--- config.mk ---
export PLATFORM = sky130hd
export DESIGN_NAME = trap_ctrl
export DESIGN_NICKNAME = d
export VERILOG_FILES = /design/src/rtl/trap_ctrl.sv
export SDC_FILE = /design/constraint.sdc
export NUM_CORES = 1
export LEC_CHECK = 0
export BUFFER_PORTS_ARGS = -buffer_cell sky130_fd_sc_hd__buf_2
export CAP_MARGIN = 0
export CORE_MARGIN = 2
export CORE_UTILIZATION = 45
export DETAILED_ROUTE_END_ITERATION = 8
export GPL_ROUTABILITY_DRIVEN = 0
export PLACE_DENSITY = 0.92
export SLEW_MARGIN = 0
export SYNTH_ARGS = -nofsm -noshare
export SYNTH_HDL_FRONTEND = slang
export SYNTH_SLANG_ARGS = --single-unit
--- constraint.sdc ---
create_clock -name ctrl_clk -period 2.8 [get_ports ctrl_clk]
set_input_delay 0.42 -clock ctrl_clk [delete_from_list [all_inputs] [get_ports ctrl_clk]]
set_output_delay 0.42 -clock ctrl_clk [all_outputs]
set_load 0.005 [all_outputs]
--- src/rtl/trap_ctrl.sv ---
// trap_ctrl -- M-mode trap / interrupt sequencer.
//
// Picks one of a synchronous exception, a pending machine interrupt or an
// MRET while idle. It then drains the pipeline, pulses the CSR file's trap or
// mret strobe, and redirects fetch to the handler or to mepc.
//
// Ports:
//   ctrl_clk, ctrl_reset       clock, synchronous active-high reset
//   exc_valid/cause/pc         synchronous exception request
//   mret_valid                 MRET retiring
//   int_pc                     mepc value used for interrupts
//   irq_ext/soft/timer         raw machine interrupt levels
//   csr_mie, csr_mstatus_mie   interrupt enables
//   csr_mtvec, csr_mepc        handler base / return address
//   flush                      kill + stall pipeline while busy
//   pipe_idle                  pipeline empty, CSR writes committed
//   ctrl_trap, ctrl_mret       one-cycle CSR strobes
//   trap_info, trap_pc         {is_int, code} and mepc value
//   redirect_valid/pc/ready    fetch redirect handshake
//   drain_err                  one-cycle pulse on drain timeout
//
// Optional: define TRAP_CTRL_STATS_EN to add the trap_count, int_count and
// mret_count event counters.
module trap_ctrl #(
  parameter int DRAIN_TIMEOUT = 64
) (
  input  logic        ctrl_clk,
  input  logic        ctrl_reset,
  input  logic        exc_valid,
  input  logic [3:0]  exc_cause,
  input  logic [31:0] exc_pc,
  input  logic        mret_valid,
  input  logic [31:0] int_pc,
  input  logic        irq_ext,
  input  logic        irq_soft,
  input  logic        irq_timer,
  input  logic [31:0] csr_mie,
  input  logic        csr_mstatus_mie,
  input  logic [31:0] csr_mtvec,
  input  logic [31:0] csr_mepc,
  output logic        flush,
  input  logic        pipe_idle,
  output logic        ctrl_trap,
  output logic        ctrl_mret,
  output logic [4:0]  trap_info,
  output logic [31:0] trap_pc,
  output logic        redirect_valid,
  output logic [31:0] redirect_pc,
  input  logic        redirect_ready,
`ifdef TRAP_CTRL_STATS_EN
  output logic [31:0] trap_count,
  output logic [31:0] int_count,
  output logic [31:0] mret_count,
`endif
  output logic        drain_err
);

  typedef enum logic [1:0] {S_IDLE, S_DRAIN, S_COMMIT, S_REDIRECT} state_t;

  localparam logic [7:0] TIMEOUT = 8'(DRAIN_TIMEOUT);

  state_t      state;
  logic        kind_mret;
  logic [7:0]  drain_cnt;
  logic [7:0]  drain_cnt_nxt;

  logic        mei, msi, mti, take_int;
  logic [3:0]  int_code;
  logic [31:0] mtvec_base;
  logic [31:0] tgt_pc;

  assign mei      = irq_ext   & csr_mie[11];
  assign msi      = irq_soft  & csr_mie[3];
  assign mti      = irq_timer & csr_mie[7];
  assign take_int = csr_mstatus_mie & (mei | msi | mti);
  assign int_code = mei ? 4'd11 : (msi ? 4'd3 : 4'd7);

  assign drain_cnt_nxt = drain_cnt + 8'd1;
  assign mtvec_base    = {csr_mtvec[31:2], 2'b00};

  // Sampled only in COMMIT, after the CSR file has seen the strobe's
  // preceding state, so MRET picks up the committed mepc.
  always_comb begin
    tgt_pc = mtvec_base;
    if (kind_mret)
      tgt_pc = csr_mepc;
    else if (trap_info[4] && csr_mtvec[1:0] == 2'b01)
      tgt_pc = mtvec_base + {26'd0, trap_info[3:0], 2'b00};
  end

  always_ff @(posedge ctrl_clk) begin
    if (ctrl_reset) begin
      state          <= S_IDLE;
      kind_mret      <= 1'b0;
      drain_cnt      <= 8'd0;
      flush          <= 1'b0;
      ctrl_trap      <= 1'b0;
      ctrl_mret      <= 1'b0;
      trap_info      <= 5'd0;
      trap_pc        <= 32'd0;
      redirect_valid <= 1'b0;
      redirect_pc    <= 32'd0;
      drain_err      <= 1'b0;
    end else begin
      ctrl_trap <= 1'b0;
      ctrl_mret <= 1'b0;
      drain_err <= 1'b0;
      case (state)
        S_IDLE: begin
          // MRET leaves trap_info/trap_pc holding the last trap's values.
          if (exc_valid) begin
            kind_mret <= 1'b0;
            trap_info <= {1'b0, exc_cause};
            trap_pc   <= exc_pc;
          end else if (take_int) begin
            kind_mret <= 1'b0;
            trap_info <= {1'b1, int_code};
            trap_pc   <= int_pc;
          end else if (mret_valid) begin
            kind_mret <= 1'b1;
          end
          if (exc_valid || take_int || mret_valid) begin
            state     <= S_DRAIN;
            flush     <= 1'b1;
            drain_cnt <= 8'd0;
          end
        end
        S_DRAIN: begin
          drain_cnt <= drain_cnt_nxt;
          // pipe_idle wins over a timeout landing on the same cycle.
          if (pipe_idle || drain_cnt_nxt == TIMEOUT) begin
            drain_err <= ~pipe_idle;
            ctrl_trap <= ~kind_mret;
            ctrl_mret <= kind_mret;
            state     <= S_COMMIT;
          end
        end
        S_COMMIT: begin
          redirect_pc    <= tgt_pc;
          redirect_valid <= 1'b1;
          state          <= S_REDIRECT;
        end
        S_REDIRECT: begin
          if (redirect_ready) begin
            redirect_valid <= 1'b0;
            flush          <= 1'b0;
            state          <= S_IDLE;
          end
        end
        default: state <= S_IDLE;
      endcase
    end
  end

`ifdef TRAP_CTRL_STATS_EN
  always_ff @(posedge ctrl_clk) begin
    if (ctrl_reset) begin
      trap_count <= 32'd0;
      int_count  <= 32'd0;
      mret_count <= 32'd0;
    end else if (state == S_COMMIT) begin
      if (kind_mret) begin
        mret_count <= mret_count + 32'd1;
      end else begin
        trap_count <= trap_count + 32'd1;
        if (trap_info[4]) int_count <= int_count + 32'd1;
      end
    end
  end
`endif

endmodule

Yosys cells after proc, flatten, opt, wreduce, memory -nomap -nowiden
Cells that the tools add are included.

storage, ports and cells
  register bits after elaboration = 85
  word-level logic and storage cells = 69
  output and inout port bits = 74

operators by class
  bitwise logic cells = 10
  muxes and demuxes = 21
  reductions and logical operators = 17
  equal/unequal tests = 8
  add/subtract/negate cells = 2

operators by type and width
  operator               number
  $mux W32               4
  $add A32 B6 Y32        1
  $pmux W8 S2            1
  $mux W5                2
  $add A8 B1 Y8 const B  1
  $eq A8 B7 Y1 const B   1
  $mux W8                1
  $pmux W2 S4            1
  $reduce_and A2 Y1      4
  $reduce_bool A2 Y1     4
  $mux W2                3
  $ne A2 B2 Y1 const B   3
  $reduce_and A3 Y1      2
  $mux W1                5
  $and A1 B1 Y1          4
  $eq A2 B1 Y1 const B   2
  $eq A2 B2 Y1 const B   2
  $mux W4                1
  $not A1 Y1             4
  $pmux W1 S2            2
  $logic_or A1 B1 Y1     3
  $mux W3                1
  $reduce_bool A3 Y1     1
  $reduce_or A3 Y1       1
  other kinds (3)        4

Longest topological paths before layout
  depth after elaboration = 8
  mapped depth = 8

Least setup slack after synthesis
OpenSTA, ideal clock, no wires.

  path type = in2reg
  start = input port csr_mtvec[2]
  end = register redirect_pc[10]
  cell stages on the path = 8
  library setup time = 0.133 ns
  slack = 0.692 ns
  arrival time = 1.975 ns
  path buffers = 1
  cell sequence = ha_1 -> fa_1 -> a211oi_1 -> nor2_1 -> clkbuf_1 -> a31o_2 -> nand3_1 -> a31oi_1

on the way
  cells in the longest elaborated chain, start to end = 3

RTL lines
  element                 RTL line  source
  start: declaration      39        input logic [31:0] csr_mtvec,
  $add A32 B6 Y32         88        tgt_pc = mtvec_base + {26'd0, trap_info[3:0], 2'b00};
  $mux W32                87        else if (trap_info[4] && csr_mtvec[1:0] == 2'b01)
  $mux W32                85        if (kind_mret)
  end signal: assignment  139       redirect_pc <= tgt_pc;
  end: declaration        48        output logic [31:0] redirect_pc,

No other way between the ends.
A chain may end at the register's enable or synchronous reset.

Worst setup path in the final report
  start = register trap_info[0]
  end = register redirect_pc[30]

on the way
  cells in the longest elaborated chain, start to end = 3

RTL lines
  element                   RTL line  source
  start: declaration        45        output logic [4:0] trap_info,
  start signal: assignment  113       trap_info <= {1'b0, exc_cause};
  start signal: assignment  117       trap_info <= {1'b1, int_code};
  $add A32 B6 Y32           88
  $mux W32                  87
  $mux W32                  85

No other way between the ends.

==> qor.txt <==
DR iter-0 viols -> 266
layout overhead on the synthesized area -> 30.3%
global-route wire length before repair -> 20.4 mm
largest driver fanout on the critical path -> 12
detailed-route DRC error count -> 0
worst reg-to-reg setup slack -> 510 ps
minimum period implied by the final worst setup slack -> 2290 ps
unrepaired setup endpoints after global routing -> false
cell type with the highest aggregate area in the netlist -> dfxtp_1
Die Y-Extent -> 104 um
synthesized netlist net count -> 699
M3 GR Usage -> 4.28%
fraction of the yosys area taken by sequential cells -> 38.1%
number of input and output port buffers inserted -> 218
setup slack of the critical path after layout -> 510 ps
total track usage -> 22.9%
top cells by area in the synthesized netlist -> dfxtp_1 (38%), mux2i_1 (8.8%), a211oi_1 (7.6%)
most frequent cells after synthesis -> dfxtp_1 (85), nor2_1 (58), a211oi_1 (45)
startpoint-to-endpoint class of the critical path -> flip-flop to flip-flop
Async SR Flop Fraction -> 0%
Hold Crit Depth -> 3
maximum VDD drop -> 0.000415 V
number of distinct library cell variants in the gate-level netlist after synthesis -> 55
area of the core -> 0.00968 mm^2
startpoint types -> flip-flop
site row count -> 36
cell with the most instances after synthesis -> dfxtp_1
x dimension of the die -> 104 um
post-synthesis instance area -> 0.00446 mm^2
worst slack after detailed placement -> 397 ps
FF+latch count, synth -> 85
Synth top area share -> 38.1%
Pre-antenna DRT Iters -> 4
vias in the first global route -> 4418
count of instances resized after the clock tree is built -> 0
GRT met1 Usage -> 27.7%
Final Routed Wirelength -> 12.4 mm
clock-pin slew on the worst setup and hold paths -> 90 ps
Post-Synthesis Mean Instance Area -> 8.66 um^2
met2 track utilization from global routing -> 40.4%
IO Pins -> 248
warnings from Yosys -> 0
initial core utilization -> 46.1%
worst min-delay path class -> primary input to flip-flop
number of clock sinks -> 85
number of setup violations in the final report -> 0
number of failing hold endpoints at the final stage -> 0
Setup Skew -> 11.9 ps
fin. max-slew vios -> 0
total die area -> 0.0107 mm^2
number of vias per cell after detailed routing -> 5.40
power per cell area -> 731 mW/mm^2
number of nets in the finished design -> 902
share of the clock period used by the worst path -> 81.8%
CTS hold repair buffers -> 0
CTS tree -> done
final antenna diode count -> 0
clk root buf -> clkbuf_8
Post CTS Setup Buffer Count -> 0
final routed wire length divided by cell count -> 14.5 um
Max Cap Viol -> 0
total number of vias -> 4617
Relative slew margins -> 45.2%
initial antenna violation count -> 0
CP endpoint kind -> flip-flop
largest net degree at the start of global routing -> 43
outcome -> finished, final reports clean
share of layout cells above drive strength 1 -> 34.5%
f_max -> 0.437 GHz
number of instances in the synthesized netlist -> 515
Arrival @ worst endpoint -> 2560 ps
utilization after layout -> 60.0%
count of flip-flops with a built-in enable after synthesis -> 0
busiest grt layer -> met2
clock latency on the worst-skew pair -> 350 ps
half-perimeter wire length after placement -> 9.54 mm
H-tree levels -> 3
Static Leak -> 2.69 nW
Req. time, crit path -> 3070 ps
Slew @ Worst Pin -> 819 ps
Post-DRT Antenna Nets -> 0
most used flip-flop cell after synthesis -> dfxtp_1
number of buffers on the longest clock path -> 2
depth of the worst register-to-register path -> 7
final sum of negative setup slack -> 0 ps
clock buffer count from CTS -> 9
global route total overflow -> 0
-- per-layer routing --
metal	part of all wire [%]	up-vias	wire length (um)
met3	6.3	23	782
li1	-	2316	-
met5	0	-	0
met1	42	2093	5200
met2	50	185	6170
met4	1.9	0	238
-- worst max-delay path, cell delays in order, from the launching register on --
cell      delay, ps
dfxtp_1         380
ha_1            200
fa_1            240
a211oi_1        110
nor2_1          650
nand4_1         220
xor2_1          190
a211oi_1        210
-- report_power, final --
group          internal, mW  switching, mW
Clock                 0.341          0.411
Sequential             1.54          0.197
Combinational         0.771          0.991
-- cell type report --
| cell class | count | area (um^2) |
|---|---|---|
| Clock buffer | 13 | 149 |
| Inverter | 15 | 56.3 |
| Tap cell | 133 | 166 |
| Multi-Input combinational cell | 379 | 2560 |
| Sequential cell | 85 | 1700 |
| Clock inverter | 2 | 10.0 |
| Fill cell | 866 | 3870 |
| Timing Repair Buffer | 228 | 1170 |
-- flip-flops by register name, indices dropped and copies added (netlist names), 2 cells and up --
register and flops:
drain_cnt 8, redirect_pc 32, trap_info 5, trap_pc 32, state 2
-- cells in the final DEF, fill, tap and decap left out, types with 2 or more instances in the layout --
master     count
a31oi_1        4
a2bb2oi_1      2
xnor2_1        5
xor2_1        19
buf_2        218
a21oi_1       17
o21a_1         2
nor4_1         3
dfxtp_1       85
ha_1           9
o22ai_1       21
nor3_1         9
nand3_1       16
nand3b_1       3
clkinv_2       2
and3b_1        2
and2_1         2
nand2_1       27
clkbuf_8      10
clkbuf_1       3
inv_1         15
and4_1         2
a211oi_1      45
buf_4         10
o21ai_0       19
nor2b_1        4
o31ai_1        5
and3_1         8
nor2_1        58
a22oi_1       18
mux2i_1       39
nand4_1       16
-- worst paths after layout --
check	to	start
setup reg to reg	redirect_pc[30]	trap_info[0]
setup / recovery	redirect_pc[30]	trap_info[0]
hold / removal	redirect_pc[0]	csr_mepc[0]
hold reg to reg	drain_cnt[7]	drain_cnt[7]
-- cells by family (layout without fill, tap and decap cells) --
group | after synthesis | in the layout | share of synthesized area (%)
compound gates | 146 | 146 | 23.1
xor+xnor | 24 | 24 | 4.71
fa+ha+maj | 10 | 10 | 2.97
buf+inv | 51 | 258 | 4.43
flops | 85 | 85 | 38.1
mux | 39 | 39 | 8.75
simple gates | 160 | 160 | 17.9
-- stage by stage --
step           power, mW  std cells  instance area (um^2)  hold WS, ps
5_1_grt             4.58        855                  5810          327
6_report            4.25        855                  5810          304
2_1_floorplan       2.84        515                  4460          424
3_5_place_dp        3.53        840                  5650          459
3_3_place_gp        3.48        840                  5650          451
4_1_cts             4.29        855                  5810          290
No activity file was read; power rests on OpenSTA's default activity.
